<file path="src/rtl/wavegen_pkg.sv">
// -----------------------------------------------------------------------------
// wavegen_pkg
// Shared constants for the waveform generator.
//   mode_e : wave_out source select (captured at the accumulator wrap)
//   dir_e  : triangle generator direction
// Optional build macro used by the files importing this package: WAVEGEN_SYNC_EN
// -----------------------------------------------------------------------------
package wavegen_pkg;

  typedef enum logic [1:0] {
    MODE_SAW    = 2'd0,
    MODE_REVSAW = 2'd1,
    MODE_TRI    = 2'd2,
    MODE_PWM    = 2'd3
  } mode_e;

  typedef enum logic {
    DIR_UP   = 1'b0,
    DIR_DOWN = 1'b1
  } dir_e;

endpackage

</file>
<file path="src/rtl/wavegen_if.sv">
// -----------------------------------------------------------------------------
// wavegen_if
// Control and sample bus of the waveform generator.
//   master : drives en/step/duty/mode (and sync when WAVEGEN_SYNC_EN is defined),
//            observes the waveform outputs
//   slave  : the generator itself
// Signals:
//   en       advance enable            step     phase increment (zero-extended)
//   duty     PWM threshold (at wrap)   mode     wave_out select (at wrap)
//   saw/revsaw/triangl/meander/pwm     WIDTH-bit unsigned waveform codes
//   wave_out registered selected wave  wrap     one-cycle accumulator overflow pulse
//   sync     (WAVEGEN_SYNC_EN only) phase restart request
// -----------------------------------------------------------------------------
interface wavegen_if #(
  parameter int WIDTH  = 8,
  parameter int STEP_W = 8
);
  logic              en;
  logic [STEP_W-1:0] step;
  logic [WIDTH-1:0]  duty;
  logic [1:0]        mode;
`ifdef WAVEGEN_SYNC_EN
  logic              sync;
`endif
  logic [WIDTH-1:0]  saw;
  logic [WIDTH-1:0]  revsaw;
  logic [WIDTH-1:0]  triangl;
  logic [WIDTH-1:0]  meander;
  logic [WIDTH-1:0]  pwm;
  logic [WIDTH-1:0]  wave_out;
  logic              wrap;

  modport master (
`ifdef WAVEGEN_SYNC_EN
    output sync,
`endif
    output en, step, duty, mode,
    input  saw, revsaw, triangl, meander, pwm, wave_out, wrap
  );

  modport slave (
`ifdef WAVEGEN_SYNC_EN
    input  sync,
`endif
    input  en, step, duty, mode,
    output saw, revsaw, triangl, meander, pwm, wave_out, wrap
  );
endinterface

</file>
<file path="src/rtl/wavegen_tri.sv">
// -----------------------------------------------------------------------------
// wavegen_tri
// Up/down triangle generator. Runs independently of the phase accumulator:
// it climbs by step until it clips at full scale, then falls by step until it
// clips at zero. Each clip value is held for exactly one sample.
// Ports:
//   clk, reset (async, active-high), en (advance), step (increment),
//   sync (WAVEGEN_SYNC_EN only: restart at zero going up),
//   tri_val (current triangle sample), dir (current direction)
// -----------------------------------------------------------------------------
module wavegen_tri
  import wavegen_pkg::*;
#(
  parameter int WIDTH  = 8,
  parameter int STEP_W = 8
) (
  input  logic              clk,
  input  logic              reset,
  input  logic              en,
`ifdef WAVEGEN_SYNC_EN
  input  logic              sync,
`endif
  input  logic [STEP_W-1:0] step,
  output logic [WIDTH-1:0]  tri_val,
  output dir_e              dir
);

  localparam logic [WIDTH-1:0] MAX_CODE = '1;

  logic [WIDTH-1:0] r_tri;
  dir_e             r_dir;
  logic [WIDTH:0]   w_step_x;
  logic [WIDTH:0]   w_up_sum;

  // One guard bit so the rising compare cannot wrap around.
  assign w_step_x = {{(WIDTH + 1 - STEP_W){1'b0}}, step};
  assign w_up_sum = {1'b0, r_tri} + w_step_x;

  always_ff @(posedge clk or posedge reset) begin
    if (reset) begin
      r_tri <= '0;
      r_dir <= DIR_UP;
    end else begin
`ifdef WAVEGEN_SYNC_EN
      if (sync) begin
        r_tri <= '0;
        r_dir <= DIR_UP;
      end else
`endif
      if (en) begin
        case (r_dir)
          DIR_UP: begin
            if (w_up_sum >= {1'b0, MAX_CODE}) begin
              r_tri <= MAX_CODE;
              r_dir <= DIR_DOWN;
            end else begin
              r_tri <= w_up_sum[WIDTH-1:0];
            end
          end
          DIR_DOWN: begin
            if (r_tri <= w_step_x[WIDTH-1:0]) begin
              r_tri <= '0;
              r_dir <= DIR_UP;
            end else begin
              r_tri <= r_tri - w_step_x[WIDTH-1:0];
            end
          end
        endcase
      end
    end
  end

  assign tri_val = r_tri;
  assign dir     = r_dir;

endmodule

</file>
<file path="src/rtl/wavegen.sv">
// -----------------------------------------------------------------------------
// wavegen
// Multi-waveform generator driven from one phase accumulator with programmable
// step: saw, reverse saw, 50% meander and programmable-duty PWM, plus an
// independent triangle (wavegen_tri), a registered mode-selected output and a
// one-cycle wrap strobe. duty and mode are only taken at the accumulator wrap
// so a mid-period change never produces a partial period.
// Ports:
//   clk   : system clock, rising edge
//   reset : asynchronous active-high reset
//   bus   : wavegen_if.slave (en, step, duty, mode, [sync] in;
//           saw, revsaw, triangl, meander, pwm, wave_out, wrap out)
// Build option: define WAVEGEN_SYNC_EN to add the sync restart input.
// -----------------------------------------------------------------------------
module wavegen
  import wavegen_pkg::*;
#(
  parameter int WIDTH  = 8,
  parameter int STEP_W = 8
) (
  input  logic      clk,
  input  logic      reset,
  wavegen_if.slave  bus
);

  // 25% threshold out of reset.
  localparam logic [WIDTH-1:0] DUTY_RST = {2'b01, {(WIDTH - 2){1'b0}}};

  logic [WIDTH-1:0] r_acc;
  logic             r_wrap;
  logic [WIDTH-1:0] r_duty;
  mode_e            r_mode;
  logic [WIDTH-1:0] r_wave;

  logic [WIDTH:0]   w_step_x;
  logic [WIDTH:0]   w_sum;
  logic             w_carry;
  logic [WIDTH-1:0] w_tri;
  dir_e             w_dir_unused;
  logic [WIDTH-1:0] w_saw;
  logic [WIDTH-1:0] w_revsaw;
  logic [WIDTH-1:0] w_pwm;
  logic [WIDTH-1:0] w_sel;

  assign w_step_x = {{(WIDTH + 1 - STEP_W){1'b0}}, bus.step};
  assign w_sum    = {1'b0, r_acc} + w_step_x;
  assign w_carry  = w_sum[WIDTH];

  wavegen_tri #(
    .WIDTH  (WIDTH),
    .STEP_W (STEP_W)
  ) u_tri (
    .clk     (clk),
    .reset   (reset),
    .en      (bus.en),
`ifdef WAVEGEN_SYNC_EN
    .sync    (bus.sync),
`endif
    .step    (bus.step),
    .tri_val (w_tri),
    .dir     (w_dir_unused)
  );

  always_ff @(posedge clk or posedge reset) begin
    if (reset) begin
      r_acc  <= '0;
      r_wrap <= 1'b0;
      r_duty <= DUTY_RST;
      r_mode <= MODE_SAW;
      r_wave <= '0;
    end else begin
`ifdef WAVEGEN_SYNC_EN
      // Restart wins over en and never reports a wrap.
      if (bus.sync) begin
        r_acc  <= '0;
        r_wrap <= 1'b0;
        r_duty <= bus.duty;
        r_mode <= mode_e'(bus.mode);
      end else
`endif
      begin
        r_wrap <= bus.en & w_carry;
        if (bus.en) begin
          r_acc  <= w_sum[WIDTH-1:0];
          r_wave <= w_sel;
          if (w_carry) begin
            r_duty <= bus.duty;
            r_mode <= mode_e'(bus.mode);
          end
        end
      end
    end
  end

  assign w_saw    = r_acc;
  assign w_revsaw = ~r_acc;
  assign w_pwm    = {WIDTH{r_acc < r_duty}};

  always_comb begin
    w_sel = w_saw;
    case (r_mode)
      MODE_SAW:    w_sel = w_saw;
      MODE_REVSAW: w_sel = w_revsaw;
      MODE_TRI:    w_sel = w_tri;
      MODE_PWM:    w_sel = w_pwm;
      default:     w_sel = w_saw;
    endcase
  end

  assign bus.saw      = w_saw;
  assign bus.revsaw   = w_revsaw;
  assign bus.triangl  = w_tri;
  assign bus.meander  = {WIDTH{~r_acc[WIDTH-1]}};
  assign bus.pwm      = w_pwm;
  assign bus.wave_out = r_wave;
  assign bus.wrap     = r_wrap;

endmodule

</file>
<file path="src/flat_wrapper.sv">
// flat-port wrapper written by rule: the top's interface ports become plain ports
module wavegen_flat import wavegen_pkg::*;
#(
  parameter int WIDTH  = 8,
  parameter int STEP_W = 8
)
  (clk, reset, bus_en, bus_step, bus_duty, bus_mode, bus_saw, bus_revsaw, bus_triangl, bus_meander, bus_pwm, bus_wave_out, bus_wrap);
  wavegen_if #(.WIDTH(WIDTH), .STEP_W(STEP_W)) bus_i ();
  input  logic clk;
  input  logic reset;
  input wire logic [$bits(bus_i.en)-1:0] bus_en;
  input wire logic [$bits(bus_i.step)-1:0] bus_step;
  input wire logic [$bits(bus_i.duty)-1:0] bus_duty;
  input wire logic [$bits(bus_i.mode)-1:0] bus_mode;
  output wire logic [$bits(bus_i.saw)-1:0] bus_saw;
  output wire logic [$bits(bus_i.revsaw)-1:0] bus_revsaw;
  output wire logic [$bits(bus_i.triangl)-1:0] bus_triangl;
  output wire logic [$bits(bus_i.meander)-1:0] bus_meander;
  output wire logic [$bits(bus_i.pwm)-1:0] bus_pwm;
  output wire logic [$bits(bus_i.wave_out)-1:0] bus_wave_out;
  output wire logic [$bits(bus_i.wrap)-1:0] bus_wrap;
  assign bus_i.en = bus_en;
  assign bus_i.step = bus_step;
  assign bus_i.duty = bus_duty;
  assign bus_i.mode = bus_mode;
  assign bus_saw = bus_i.saw;
  assign bus_revsaw = bus_i.revsaw;
  assign bus_triangl = bus_i.triangl;
  assign bus_meander = bus_i.meander;
  assign bus_pwm = bus_i.pwm;
  assign bus_wave_out = bus_i.wave_out;
  assign bus_wrap = bus_i.wrap;
  wavegen #(.WIDTH(WIDTH), .STEP_W(STEP_W)) u_core (.clk(clk), .reset(reset), .bus(bus_i));
endmodule
</file>
<file path="config.mk">
export PLATFORM = sky130hd
export DESIGN_NAME = wavegen_flat
export DESIGN_NICKNAME = d
export VERILOG_FILES = /design/src/rtl/wavegen_pkg.sv /design/src/rtl/wavegen_if.sv /design/src/rtl/wavegen_tri.sv /design/src/rtl/wavegen.sv /design/src/flat_wrapper.sv
export SDC_FILE = /design/constraint.sdc
export NUM_CORES = 1
export LEC_CHECK = 0
export ABC_AREA = 1
export BUFFER_PORTS_ARGS = -buffer_cell sky130_fd_sc_hd__buf_2
export CORE_MARGIN = 1.5
export CORE_UTILIZATION = 40
export CTS_BUF_LIST = sky130_fd_sc_hd__clkbuf_8
export CTS_CLUSTER_SIZE = 20
export DETAILED_ROUTE_END_ITERATION = 10
export PLACE_DENSITY = 0.64
export REMOVE_ABC_BUFFERS = 1
export SYNTH_ARGS = -nofsm -noshare
export SYNTH_HDL_FRONTEND = slang
export SYNTH_SLANG_ARGS = --single-unit
export TNS_END_PERCENT = 5
</file>
<file path="constraint.sdc">
create_clock -name clk -period 2.1 [get_ports clk]
set_clock_uncertainty 0.15 [all_clocks]
set_input_delay 0.105 -clock clk [delete_from_list [all_inputs] [get_ports clk]]
set_output_delay 0.105 -clock clk [all_outputs]
set_load 0.05 [all_outputs]
</file>
==> flow_summary.ini, run 1 <==
[status]
status = complete, but fails checks
violations = setup timing

[setup_path]
critPathLaunchType = flip-flop
arrival_ns = 2.15
path_cells = inv_2 -> ha_2 -> inv_1 -> fa_2 -> nand2_2 -> nand2_2 -> o211ai_1 -> nand3_2 -> nand3_4 -> nor2_1 -> nor2_1 -> a21oi_2
worst-path-max-fanout = 6
required_ns = 2.13
cp_slowest_cell = dfrtp_1
max_stage_delay_ns = 0.41
endpoint_kind = flip-flop
r2r_cells = 12
r2r_slack_ns = -0.02
path_class = flip-flop to flip-flop

[route]
postRouteAntennaNets = 0
drt-total-wl_mm = 8.80
drt-vias-per-instance = 4.97
drc = 0
drt_iter0_markers = 172
num_vias = 3148
wl_per_cell_um = 13.9
drtPass1Iterations = 4

[timing]
finalWorstPathRequiredPeriod_ns = 2.12
setup_violations = 5
tns_ns = -0.0733
layout_setup_ws_ns = -0.0241
finalHoldViolCount = 0
slew_headroom_pct = 56.6
min_period_over_period_pct = 101
fmax_mhz = 471
rsz0062_at_grt = yes
worst_pin_slew_ns = 0.649
finalMaxSlewViolations = 0

[die]
dieArea_sq_mm = 0.00822
start_util_pct = 42.0
io_pins = 70
fp.dieW_um = 90.7
core_area_sq_mm = 0.00733
row_count = 31
die_h_um = 90.7

[final_layout]
final_common_cell = nand2_1
syn_to_final_growth_pct = 38.0
fillers = 693
regArea_sq_um = 903
final_util_pct = 57.9
drive_gt1_share_pct = 38.6
fin_cells = 633
final_cell_mix = nand2_1 (102), buf_2 (61), buf_4 (50), inv_1 (46), dfrtp_1 (34)
layout.nets = 588
multi_input_area_sq_mm = 0.00195
diodes = 0

[grt]
first_global_vias = 3176
grt_overflow = 0
grt_pass1_wl_mm = 14.9
grt_start_max_net_pins = 37
grt_use_total_pct = 22.3
antenna_found_initial = 0

[clocking]
cts_buffer_depth = 2
cts_tree = done
clock-sinks = 36
htreeDepth = 2
clk_pin_slew_ns = 0.08
root_buffer = clkbuf_8
cts_buffers = 5
clk_latency_ns = 0.29

[placed_design]
dp_hpwl_mm = 6.51
placedCellCount = 606
routabilityCongestion = 0.893
io_buffer_count = 69

[synth]
synth_top_area_share_pct = 28.5
yosys_warnings = 0
syn_avg_cell_area_sq_um = 7.32
ys_ff_latch = 36
synth_cell_types = 39
post_synth_inst_count = 420
async_flop_share_pct = 100
synthFlopType = dfrtp_1
synth-edff-count = 0
yosysTopAreaCell = dfrtp_1
synth_seq_area_share_pct = 29.3
synthTopCellsByArea = dfrtp_1 (28%), nand2_1 (14%), ha_1 (13%)
syn_area_sq_mm = 0.00308

[flow_run]
drv_cap = 0

[hold_path]
hold_class = primary input to flip-flop
hold_path_depth = 4
## critical path, delay by kind of cell, from the launching register on
kind            cells  cell delay (ns)
simple gates        6             0.63
fa+ha+maj           2             0.52
flops               1             0.41
compound gates      2             0.19
buf+inv             2             0.11
## path summary, 6_finish.rpt
check	from	end
max in group asynchronous	reset	u_core.u_tri.tri_val[1]
hold reg to reg	u_core.bus.wave_out[2]	u_core.bus.wave_out[2]
hold / removal	bus_en	u_core.bus.wave_out[0]
setup reg to reg	u_core.u_tri.tri_val[0]	u_core.u_tri.tri_val[3]
setup / recovery	u_core.u_tri.tri_val[0]	u_core.u_tri.tri_val[3]
min in group asynchronous	reset	u_core.bus.wave_out[0]
## area by class of cell
type / instances / share of cell area (%)
inverter: 57 / 5.04
timing repair buffer: 132 / 22.3
tap: 99 / 2.92
multi-input combinational: 301 / 45.8
clock buffer: 5 / 1.62
sequential: 36 / 21.3
clock inverter: 3 / 1.00
## metal layers
metal  GRT usage [%]  vias up  wire length [um]
li1                -     1576                 -
met1            28.1     1460              3950
met2            39.5       97              4260
met3            3.45       15               401
met4            5.29        0               180
met5               0        -                 0
## flip-flops by register name (all words and copies together) (netlist names)
register and flops:
u_core.r_duty 8, u_core.r_mode 2, u_core.bus.wave_out 8, u_core.bus.wrap 1, u_core.u_tri.tri_val 8, u_core.bus.saw 8, u_core.u_tri.dir 1
## metrics by stage
step                      setup slack [ns]  hold slack [ns]  area, sq um
after floorplan                     -10.25           0.0581         2890
after global placement             -0.0497           0.0909         3700
after detailed placement            -0.110           0.0972         3700
after CTS                         -0.00564           0.0501         4130
after global routing                -0.127           0.0967         4240
final                              -0.0241           0.0786         4240
## cells by family (layout without fill, tap and decap cells)
kind of cell             after synthesis  count (layout)  share of synthesized area (%)
adder cells (fa/ha/maj)               34              34                           14.6
AND/OR/NAND/NOR                      182             182                           26.2
buffers and inverters                 83             197                           12.9
XOR/XNOR                               6               6                           1.71
AO/OA/AOI/OAI                         79              79                           15.3
flip-flops                            36              36                           29.3
## synth_stat cells, drive strengths merged (4+ instances only)
cell type / n
buf: 20
o21ai: 20
a21oi: 38
nor2: 31
dfrtp: 35
nand4: 4
inv: 56
a221oi: 8
or2: 4
xor2: 4
nand3: 21
ha: 31
clkbuf: 5
nand2: 118
## timing repair
| action | 4_1_cts | 5_1_grt |
|---|---|---|
| hold endpoints to repair | 45 | 0 |
| setup buffers | 4 | 4 |
| resized for setup | 53 | 29 |
| endpoints found under the setup margin | 28 | 38 |
| pin swaps | 8 | 7 |
| hold buffers | 11 | 0 |
Power of run 1 is not shown: default switching activity piles up to over one toggle a cycle in this logic, so the estimate is an artifact.
==> run 2, diff against run 1 <==
--- a/config.mk
+++ b/config.mk
@@ -5,14 +5,13 @@
 export SDC_FILE = /design/constraint.sdc
 export NUM_CORES = 1
 export LEC_CHECK = 0
-export ABC_AREA = 1
 export BUFFER_PORTS_ARGS = -buffer_cell sky130_fd_sc_hd__buf_2
 export CORE_MARGIN = 1.5
 export CORE_UTILIZATION = 40
 export CTS_BUF_LIST = sky130_fd_sc_hd__clkbuf_8
 export CTS_CLUSTER_SIZE = 20
 export DETAILED_ROUTE_END_ITERATION = 10
-export PLACE_DENSITY = 0.64
+export PLACE_DENSITY = 0.65
 export REMOVE_ABC_BUFFERS = 1
 export SYNTH_ARGS = -nofsm -noshare
 export SYNTH_HDL_FRONTEND = slang
==> run 2 against run 1 <==
The flow still finishes with violations (setup timing). Clock-buffer cell count did not move. Fmax fell by 14%. Sequential share of layout area fell by 0.16 points. Via count fell by 5.5%. Final area rose by 0.77%. Critical path depth fell by 4. Global-route usage fell by 0.53 points. Worst hold slack got worse by 0.0033 ns. Core utilization rose by 0.75 points. Area after synthesis fell by 1.7%.
==> flow_summary.ini, run 2 <==
[synth]
async_flop_share_pct = 100
synthTopCellsByArea = dfrtp_1 (29%), ha_1 (13%), inv_1 (4.5%)
synthTopCellsByCount = inv_1 (36), dfrtp_1 (35), ha_1 (31)
synth-edff-count = 0
synth_cell_types = 55
ys_ff_latch = 36
post_synth_inst_count = 344
syn_area_sq_mm = 0.00302
yosysTopAreaCell = dfrtp_1
syn_avg_cell_area_sq_um = 8.78
yosys_warnings = 0
post-synth-top-count-cell = inv_1
synthFlopType = dfrtp_1
synth_top_area_share_pct = 29.0
synth_seq_area_share_pct = 29.9

[die]
start_util_pct = 41.4
io_pins = 70
row_count = 31
core_area_sq_mm = 0.00729
fp.dieW_um = 89.9
dieArea_sq_mm = 0.00808
die_h_um = 89.9

[setup_path]
worst-path-max-fanout = 2
timing.critical_path.from = u_core.u_tri.tri_val[0]
path_class = flip-flop to flip-flop
critPathCapture = u_core.u_tri.dir
r2r_end = u_core.u_tri.dir
path_cells = ha_4 -> fa_2 -> nor2b_4 -> o31ai_2 -> xor2_1 -> nand3_1 -> o41a_1 -> nor3_2
endpoint_kind = flip-flop
r2r-start = u_core.u_tri.tri_val[0]
r2r_cells = 8
arrival_ns = 2.54
required_ns = 2.17
r2r_slack_ns = -0.37
cp_slowest_cell = o41a_1
max_stage_delay_ns = 0.42
critPathLaunchType = flip-flop

[timing]
layout_setup_ws_ns = -0.368
finalHoldViolCount = 0
min_period_over_period_pct = 118
finalWorstPathRequiredPeriod_ns = 2.47
fmax_mhz = 405
hold_ws_ns = 0.0753
rsz0062_at_grt = yes
worst_pin_slew_ns = 0.501
slew_headroom_pct = 66.6
finalMaxSlewViolations = 0
setup_violations = 37

[route]
drt_iter0_markers = 177
drtPass1Iterations = 4
drt-vias-per-instance = 5.20
wl_per_cell_um = 15.2
drc = 0
num_vias = 2975
postRouteAntennaNets = 0
drt-total-wl_mm = 8.68

[final_layout]
final_common_cell = buf_4
syn_to_final_growth_pct = 41.5
fillers = 666
final_util_pct = 58.6
diodes = 0
regArea_sq_um = 903
drive_gt1_share_pct = 44.0
multi_input_area_sq_mm = 0.00200
layout.nets = 527
final_cell_mix = buf_4 (73), buf_2 (67), inv_1 (34), dfrtp_1 (34), nor2_1 (29)

[clocking]
clk_pin_slew_ns = 0.08
clk_latency_ns = 0.29
cts_tree = done
root_buffer = clkbuf_8
htreeDepth = 2
cts_buffers = 5
cts_buffer_depth = 2
clock-sinks = 36

[grt]
first_global_vias = 2916
grt_pass1_wl_mm = 14.3
antenna_found_initial = 0
grt_use_total_pct = 21.8
grt_start_max_net_pins = 37
grt_overflow = 0

[status]
status = complete, but fails checks
violations = setup timing

[placed_design]
io_buffer_count = 69
dp_hpwl_mm = 6.40
routabilityCongestion = 0.888

[hold_path]
hold_class = primary input to flip-flop

[flow_run]
drv_cap = 0
==> run 2: how the worst min path moves through the flow <==
stage	start	end	cells past startpoint
6_report	bus_step[0]	u_core.bus.saw[0]	4
5_1_grt	bus_step[0]	u_core.bus.saw[0]	4
2_1_floorplan	bus_en	u_core.u_tri.tri_val[3]	1
3_5_place_dp	reset	u_core.bus.wrap	3
4_1_cts	bus_step[0]	u_core.bus.saw[0]	4
3_3_place_gp	reset	u_core.bus.wrap	3
==> run 2: cells by family (layout without fill, tap and decap cells) <==
logic type / after synthesis / after routing / share of synthesized area, %
muxes: 12 / 12 / 4.39
buffers and inverters: 69 / 198 / 10.9
adders and majority gates: 34 / 34 / 14.8
and+or+nand+nor: 88 / 88 / 14.4
AOI/OAI and AO/OA: 91 / 91 / 21.6
DFF: 36 / 36 / 29.9
xor gates and xnor gates: 14 / 14 / 4.06
==> run 2: critical path, delay by kind of cell (launching register included) <==
family | cells | cell delay, ns
compound gates | 2 | 0.68
fa+ha+maj | 2 | 0.56
flops | 1 | 0.41
simple gates | 3 | 0.37
xor+xnor | 1 | 0.23
==> run 2: stage by stage <==
stage	cells	area (sq um)	setup WS, ns	setup TNS (ns)
after floorplan	311	2830	-2.32	-53.11
final	572	4280	-0.368	-7.44
after global placement	549	3820	-0.443	-6.69
after CTS	570	4170	-0.311	-7.31
after detailed placement	549	3820	-0.486	-6.88
after global routing	572	4280	-0.474	-12.02
==> run 2: per-layer routing <==
metal  track usage, %  routed length (um)
met1             29.2                4060
met2             37.0                4170
met3             3.98                 393
met4             3.70                  48
met5                0                   0
==> run 2: final cells by class <==
class	count	area share, %
clock inverters	3	0.439
clock buffers	5	1.61
repair buffers	154	24.0
multi-input cells	239	46.8
well taps	99	2.90
flip-flops and latches	36	21.1
inverters	36	3.16
==> run 2: what timing repair did <==
action	4_1_cts	5_1_grt
hold endpoints to repair	45	0
cloned	0	1
hold buffers	11	0
buffers inserted	2	1
resized for setup	30	27
endpoints found under the setup margin	40	40
pin swaps	22	6
Power of run 2 is left out for the same reason.
==> run 3, diff against run 2 <==
--- a/config.mk
+++ b/config.mk
@@ -16,4 +16,4 @@
 export SYNTH_ARGS = -nofsm -noshare
 export SYNTH_HDL_FRONTEND = slang
 export SYNTH_SLANG_ARGS = --single-unit
-export TNS_END_PERCENT = 5
+export TNS_END_PERCENT = 100
==> run 3 against run 2 <==
The flow still finishes with violations (setup timing). Core utilization increased by 6.5 points. Global-route usage is 1.8 points higher. Critical path depth rose by 2. Fmax shrank 0.80%. First-iteration DRC count increased by 22%.
==> flow_summary.ini, run 3 (synthesis gave the netlist of run 2 again) <==
[final_layout]
diodes = 0
drive_gt1_share_pct = 50.1
syn_to_final_growth_pct = 57.1
final_common_cell = buf_4
layout.nets = 545
final_cell_mix = buf_4 (74), buf_2 (61), dfrtp_1 (34), inv_1 (31), nor2_1 (28)
fin_cells = 590

[setup_path]
crit_top_cell = buf_6
path_cells = buf_6 -> fa_2 -> nor2b_4 -> o21ai_2 -> buf_4 -> nand4_1 -> buf_6 -> a211oi_4 -> a2bb2oi_2 -> a21oi_1
path_class = flip-flop to flip-flop
path_buf_inv = 3
endpoint_kind = flip-flop
arrival_ns = 2.53
cp_slowest_cell = dfrtp_2
worst-path-max-fanout = 3
max_stage_delay_ns = 0.45
cp_top_family = compound AO/OA/AOI/OAI gates
critPathLaunchType = flip-flop
required_ns = 2.14

[placed_design]
routabilityCongestion = 0.888
place_ws_ns = -0.486
placedCellCount = 549
io_buffer_count = 69
dp_hpwl_mm = 6.40

[route]
drt_iter0_markers = 216
num_vias = 3151
drt-total-wl_mm = 9.96
wl_per_cell_um = 16.9
drc = 0
postRouteAntennaNets = 0
drtPass1Iterations = 4
drt-vias-per-instance = 5.34

[timing]
min_period_over_period_pct = 118
fmax_mhz = 402
slew_headroom_pct = 64.7
finalHoldViolCount = 0
setup_violations = 41
finalWorstPathRequiredPeriod_ns = 2.49
finalMaxSlewViolations = 0
rsz0062_at_grt = yes
worst_pin_slew_ns = 0.530
hold_ws_ns = 0.0713
layout_setup_ws_ns = -0.387

[grt]
grt_use_total_pct = 23.6
grt_overflow = 0
first_global_vias = 3099
grt_start_max_net_pins = 37
antenna_found_initial = 0
grt_pass1_wl_mm = 15.4

[clocking]
htreeDepth = 2
clock-sinks = 36
clk_pin_slew_ns = 0.08
root_buffer = clkbuf_8
cts_buffer_depth = 2
cts_buffers = 5
cts_tree = done
clk_latency_ns = 0.30

[hold_path]
hold_class = primary input to flip-flop

[die]
fp.dieW_um = 89.9
row_count = 31
core_area_sq_mm = 0.00729
io_pins = 70
dieArea_sq_mm = 0.00808
die_h_um = 89.9
start_util_pct = 41.4

[flow_run]
drv_cap = 0

[status]
status = complete, but fails checks
violations = setup timing
run 3: area by class of cell:
class,count,area (sq um)
repair buffers,172,1340
clock buffers,5,68.8
inverters,36,138
fillers,563,2540
well taps,99,124
multi-input cells,239,2160
flip-flops and latches,36,903
clock inverters,3,18.8
run 3: worst paths after layout:
path / slack, ns / from / cells past startpoint / end
max in group asynchronous: 1.11 / reset / 4 / u_core.r_duty[6]
worst min-delay path: 0.07 / bus_step[0] / 4 / u_core.bus.saw[0]
min in group asynchronous: 0.30 / reset / 4 / u_core.bus.wrap
worst max-delay path: -0.39 / u_core.u_tri.tri_val[1] / 10 / u_core.u_tri.tri_val[3]
worst min register to register: 0.36 / u_core.r_duty[7] / 1 / u_core.r_duty[7]
worst max register to register: -0.39 / u_core.u_tri.tri_val[1] / 10 / u_core.u_tri.tri_val[3]
run 3: routing by layer:
metal / vias up / wire length, um / track usage [%] / part of all wire, %
li1: 1480 / - / - / -
met2: 120 / 5030 / 41.3 / 51
met3: 20 / 497 / 4.31 / 5.0
met4: 0 / 184 / 3.44 / 1.8
met1: 1531 / 4250 / 30.9 / 43
met5: - / 0 / 0 / 0
run 3: repair_timing:
item,CTS,global route
endpoints found under the setup margin,40,41
gates cloned,1,0
buffers inserted,18,7
pin swaps,32,29
hold endpoints to repair,45,0
hold buffers,11,0
gates resized for setup,84,42
run 3: per-stage QoR:
stage / utilization [%] / setup TNS [ns] / cell area [sq um]
6_report: 65.1 / -8.55 / 4750
4_1_cts: 61.5 / -6.21 / 4490
2_1_floorplan: - / -53.11 / 2830
3_5_place_dp: 52.4 / -6.88 / 3820
5_1_grt: 65.1 / -12.36 / 4750
3_3_place_gp: 52.4 / -6.69 / 3820
run 3: tightest hold or removal path: stages:
cell,delay (ns)
buf_2,0.13
ha_2,0.15
nand2_1,0.04
o21ai_0,0.06
Power of run 3 is left out for the same reason.
